==> src/rtl/bcd_timekeeper.sv <==
// rtl/bcd_timekeeper.sv - 24h packed-BCD hh:mm:ss timekeeper; time-load port compiled only with BCD_TIME_SET_EN
module bcd_timekeeper #(
  parameter int CLK_HZ = 50000000
) (
  input  logic       clk,
  input  logic       rst,
  input  logic       en,
  output logic [7:0] Hours,
  output logic [7:0] Minutes,
  output logic [7:0] Seconds,
  output logic       tick_1hz,
  output logic       min_tick
`ifdef BCD_TIME_SET_EN
  ,
  input  logic       set_valid,
  input  logic [7:0] set_hours,
  input  logic [7:0] set_minutes,
  input  logic [7:0] set_seconds,
  output logic       set_ack,
  output logic       set_err
`endif
);

  // Prescaler counts 0..CLK_HZ-1; keep at least one bit so CLK_HZ=1 still elaborates.
  localparam int            PW       = (CLK_HZ > 1) ? $clog2(CLK_HZ) : 1;
  localparam logic [PW-1:0] PRESC_TC = PW'(CLK_HZ - 1);

  // Next packed-BCD value of a field; wraps to 00 at max_v. Callers only
  // ever hold legal BCD here, so the units==9 path never sees a tens overflow.
  function automatic logic [7:0] bcd_next(input logic [7:0] v, input logic [7:0] max_v);
    logic [7:0] r;
    if (v == max_v) begin
      r = 8'h00;
    end else if (v[3:0] == 4'd9) begin
      r = {v[7:4] + 4'd1, 4'd0};
    end else begin
      r = {v[7:4], v[3:0] + 4'd1};
    end
    return r;
  endfunction

  logic [PW-1:0] presc_q, presc_d;
  logic [7:0]    hours_q, hours_d;
  logic [7:0]    minutes_q, minutes_d;
  logic [7:0]    seconds_q, seconds_d;
  logic          tick_q, tick_d;
  logic          min_tick_q, min_tick_d;

  logic          presc_tc;
  logic          advance;
  logic          sec_wrap;
  logic          min_wrap;

  // Load request as seen by the counter path; tied off when the load port is absent.
  logic          load_ok;
  logic [7:0]    ld_hours;
  logic [7:0]    ld_minutes;
  logic [7:0]    ld_seconds;

  assign presc_tc = (presc_q == PRESC_TC);
  assign advance  = en && presc_tc;
  assign sec_wrap = (seconds_q == 8'h59);
  assign min_wrap = (minutes_q == 8'h59);

`ifdef BCD_TIME_SET_EN
  logic load_bad;
  logic set_ack_q, set_ack_d;
  logic set_err_q, set_err_d;

  // A field is legal when both nibbles are decimal and the tens digit is in range.
  function automatic logic bcd_field_ok(input logic [7:0] v, input logic [3:0] max_tens);
    return (v[3:0] <= 4'd9) && (v[7:4] <= max_tens);
  endfunction

  logic set_fields_ok;
  assign set_fields_ok = bcd_field_ok(set_hours, 4'd2) && (set_hours <= 8'h23) &&
                         bcd_field_ok(set_minutes, 4'd5) &&
                         bcd_field_ok(set_seconds, 4'd5);
  assign load_ok    = set_valid && set_fields_ok;
  assign load_bad   = set_valid && !set_fields_ok;
  assign ld_hours   = set_hours;
  assign ld_minutes = set_minutes;
  assign ld_seconds = set_seconds;

  // Load handshake pulses: one ack or one err per set_valid cycle.
  always_comb begin
    set_ack_d = load_ok;
    set_err_d = load_bad;
  end

  // Handshake pulse registers; cleared by reset.
  always_ff @(posedge clk) begin
    if (rst) begin
      set_ack_q <= 1'b0;
      set_err_q <= 1'b0;
    end else begin
      set_ack_q <= set_ack_d;
      set_err_q <= set_err_d;
    end
  end

  assign set_ack = set_ack_q;
  assign set_err = set_err_q;
`else
  assign load_ok    = 1'b0;
  assign ld_hours   = 8'h00;
  assign ld_minutes = 8'h00;
  assign ld_seconds = 8'h00;
`endif

  // Next time/prescaler: a valid load overrides (and swallows) any advance
  // in the same cycle; otherwise seconds carry into minutes into hours in one edge.
  always_comb begin
    presc_d    = presc_q;
    hours_d    = hours_q;
    minutes_d  = minutes_q;
    seconds_d  = seconds_q;
    tick_d     = 1'b0;
    min_tick_d = 1'b0;
    if (load_ok) begin
      presc_d   = '0;
      hours_d   = ld_hours;
      minutes_d = ld_minutes;
      seconds_d = ld_seconds;
    end else begin
      if (en) begin
        presc_d = presc_tc ? '0 : presc_q + 1'b1;
      end
      if (advance) begin
        seconds_d = bcd_next(seconds_q, 8'h59);
        tick_d    = 1'b1;
        if (sec_wrap) begin
          minutes_d  = bcd_next(minutes_q, 8'h59);
          min_tick_d = 1'b1;
          if (min_wrap) begin
            hours_d = bcd_next(hours_q, 8'h23);
          end
        end
      end
    end
  end

  // Time, prescaler and pulse registers; reset discards any partial second.
  always_ff @(posedge clk) begin
    if (rst) begin
      presc_q    <= '0;
      hours_q    <= 8'h00;
      minutes_q  <= 8'h00;
      seconds_q  <= 8'h00;
      tick_q     <= 1'b0;
      min_tick_q <= 1'b0;
    end else begin
      presc_q    <= presc_d;
      hours_q    <= hours_d;
      minutes_q  <= minutes_d;
      seconds_q  <= seconds_d;
      tick_q     <= tick_d;
      min_tick_q <= min_tick_d;
    end
  end

  assign Hours    = hours_q;
  assign Minutes  = minutes_q;
  assign Seconds  = seconds_q;
  assign tick_1hz = tick_q;
  assign min_tick = min_tick_q;

endmodule

==> config.mk <==
export PLATFORM = sky130hd
export DESIGN_NAME = bcd_timekeeper
export DESIGN_NICKNAME = d
export VERILOG_FILES = /design/src/rtl/bcd_timekeeper.sv
export SDC_FILE = /design/constraint.sdc
export NUM_CORES = 1
export LEC_CHECK = 0
export CAP_MARGIN = 10
export CORE_MARGIN = 4
export CORE_UTILIZATION = 40
export DETAILED_ROUTE_END_ITERATION = 12
export PLACE_DENSITY = 0.66
export SLEW_MARGIN = 0
export SYNTH_ARGS = -nofsm -noshare
export SYNTH_HDL_FRONTEND = slang
export SYNTH_SLANG_ARGS = --single-unit
export TNS_END_PERCENT = 1
==> constraint.sdc <==
create_clock -name clk -period 7.33 [get_ports clk]
set_input_delay 1.466 -clock clk [delete_from_list [all_inputs] [get_ports clk]]
set_output_delay 1.466 -clock clk [all_outputs]
set_load 0.005 [all_outputs]
==> qor.csv <==
stage;metric;value;unit
run_status;status;complete, no violations;
grt;initial antenna violation count;0;
floorplanning;Die ar.;7950;sq um
layout;NumNets Final;356;
detailed_routing;detailed-route wire length;5510;microns
clock_tree;worst skew pair latency;0.31;ns
detailed_routing;wire length per cell;13.2;microns
layout;antenna diode count;0;
sta;min Tclk post-route;4.14;ns
placement;RD Place Congestion;0.797;
setup_path;Critical Path AT;4.30;ns
synth;syn_nets;332;
placement;PortBufs;28;
setup_path;crit path kind;input pin to flop;
sta;worst hold slack;0.508;ns
layout;share of post-route cells with drive strength above 1;3.53;%
detailed_routing;DRT antenna net count;0;
synth;syn_area_per_cell;8.34;sq um
clock_tree;number of H-tree levels;2;
floorplanning;Die Y;89.2;microns
sta;final period utilization;56.4;%
sta;worst-margin pin slew;0.946;ns
detailed_routing;Vias;2278;
pwr;Peak supply drop;0.101;mV
clock_tree;hold buffers post-CTS;0;
sta;worst rel slew slack;36.5;%
clock_tree;Clock Sinks;52;
sta;# setup viols final;0;
grt;total track usage;15.1;%
grt;grt total ovfl;0;
sta;Clock Skew;0.0162;ns
pwr;power per cell area;152;nW/um^2
grt;first-pass GRT wire length;9600;microns
floorplanning;IO Pins;29;
setup_path;Critical Path Slowest Stage Cell;nand2_1;
setup_path;Worst path max stage delay;0.73;ns
layout;design area;3050;sq um
synth;Synth Warn #;0;
setup_path;most frequent CP cell;or3_1;
pwr;Leak;1.01;nW
setup_path;WP data required;7.49;ns
setup_path;maximum fanout along the worst path;25;
detailed_routing;Initial DRC Count;94;
synth;register area share after synthesis;39.5;%
clock_tree;root buf cell;clkbuf_8;
synth;Yosys cell types;39;
placement;placed cell area;2960;sq um
floorplanning;Die W;89.2;microns
sta;FMAX;242;MHz
grt;number of global-route vias before repair;2124;
detailed_routing;drt via density;5.46;
detailed_routing;TritonRoute pass-1 iters;4;
synth;number of synthesized register bits;52;
setup_path;crit start category;input pin;
setup_path;critical path cell sequence;clkdlybuf4s50_1, nand4_1, or3_1, or3_1, nand2_1, nor2_1;
clock_tree;CTS Buffer Depth;2;
clock_tree;CTS tree;yes;
sta;RSZ-0062 raised after global routing;no;
synth;Mapped Area;2640;sq um
grt;largest net degree at the start of global routing;28;
synth;Synth Instances;316;
floorplanning;row count;29;
sta;setup tns final;0;ns
detailed_routing;number of remaining DRC errors;0;
floorplanning;initial cell density of the core;41.3;%
clock_tree;clock-pin slew on the worst setup and hold paths;0.08;ns
clock_tree;post-CTS setup buffers;0;
setup_path;Critical Path Sink Type;flop;
sta;Max Slew Vio Count;0;
hold_path;hold crit path type;flop to flop;
job;maxcap violations;0;
layout;area delta synth->final;15.9;%
sta;Hold Violations, Final;0;
clock_tree;Post-CTS Resized;0;
clock_tree;TritonCTS Buffers;5;
placement;hpwl dp;3890;microns
floorplanning;Core ar.;6390;sq um
-- cells in the mapped netlist --
cell type  number  area (sq um)
and3b_1         4          35.0
nand3_1        19          95.1
nor4_1          2          12.5
o41ai_1         2          17.5
and2_1          3          18.8
mux2_2          1          11.3
o31ai_1         3          22.5
and4_1          1          8.76
xor2_1         19           166
o21ba_2         1          10.0
nand4bb_1       1          11.3
nand4_1        15          93.8
a31o_2          1          8.76
or3_1          12          75.1
nand3b_1        2          15.0
nor4b_1         2          17.5
ha_1           13           163
nor3_1         11          55.1
mux2i_1         2          20.0
and3_1          4          25.0
inv_1          13          48.8
nand2_1        25          93.8
dfxtp_1        52          1040
a311oi_1        1          8.76
nor2b_1         2          12.5
or4_4           1          11.3
clkbuf_1        7          26.3
or4b_1          1          10.0
xnor2_1         5          43.8
nor3b_1         1          7.51
nor2_1         36           135
buf_2           4          20.0
nand4b_1        1          8.76
or4_1          11          82.6
a32o_1          1          10.0
o21ai_0        15          75.1
buf_6           1          11.3
o21a_1          1          7.51
a21oi_1        20           100
-- through the flow --
step,worst slack [ns],total power [mW],utilization (%),std cells
after global routing,2.95,0.486,47.8,417
after global placement,2.91,0.302,46.4,410
final,3.19,0.464,47.8,417
after detailed placement,2.85,0.302,46.4,410
after floorplan,3.90,0.299,-,316
after CTS,3.17,0.468,47.8,417
-- final cells by class --
cell class	instances	area [sq um]
sequential	52	1040
inverter	13	48.8
fill	639	3330
clock buffer	6	82.6
tap	77	96.3
timing repair buffer	29	288
clock inverter	1	8.76
multi-input combinational	239	1490
-- power by group --
group          total, mW  switching [mW]  internal [mW]
Clock              0.168          0.0930         0.0754
Sequential         0.285         0.00133          0.283
Combinational     0.0104         0.00706        0.00332
-- cells in the final DEF, fill, tap and decap left out, drive strengths merged, types with 2 or more instances in the layout --
cell type and n:
and2 3, nand2 25, dfxtp 52, and3 4
nor2 36, inv 13, o41ai 2, and3b 4
mux2i 2, ha 13, nand3 19, xnor2 5
nor3 11, xor2 19, nand4 15, nor4b 2
nor4 2, nor2b 2, or4 12, nand3b 2
clkbuf 6, or3 12, o21ai 15, a21oi 20
o31ai 3, clkdlybuf4s50 28
-- layer usage --
metal | track usage, % | share of wire, % | vias up
met4 | 4.74 | 1.2 | 0
met5 | 0 | 0 | -
met3 | 4.52 | 3.9 | 8
met1 | 19.2 | 50 | 1067
met2 | 24.5 | 45 | 33
li1 | - | - | 1170
-- final timing paths --
check / start / to / cells past startpoint / slack, ns
worst min register to register: Hours[1] / Hours[1] / 2 / 0.51
worst min-delay path: Hours[1] / Hours[1] / 2 / 0.51
worst max register to register: presc_q[11] / presc_q[4] / 5 / 4.46
worst max-delay path: en / presc_q[4] / 6 / 3.19
-- flip-flops by register name, summed over array words and instances (netlist names) --
| signal | flops |
|---|---|
| presc_q | 26 |
| Hours | 8 |
| Minutes | 8 |
| Seconds | 8 |
| min_tick | 1 |
| tick_1hz | 1 |
-- kinds of logic (layout without fill, tap and decap cells) --
logic type,count (synthesis),after routing,synth area share [%]
compound gates,45,45,9.87
xor+xnor,24,24,7.97
mux,3,3,1.19
simple gates,154,154,31.3
flops,52,52,39.5
buf+inv,25,49,4.03
fa+ha+maj,13,13,6.17
-- worst max-delay path: cells and delay by family --
kind                   cells  cell delay, ns
buffers and inverters      1            0.59
and+or+nand+nor            5            2.24
(Power assumes the default switching activity.)
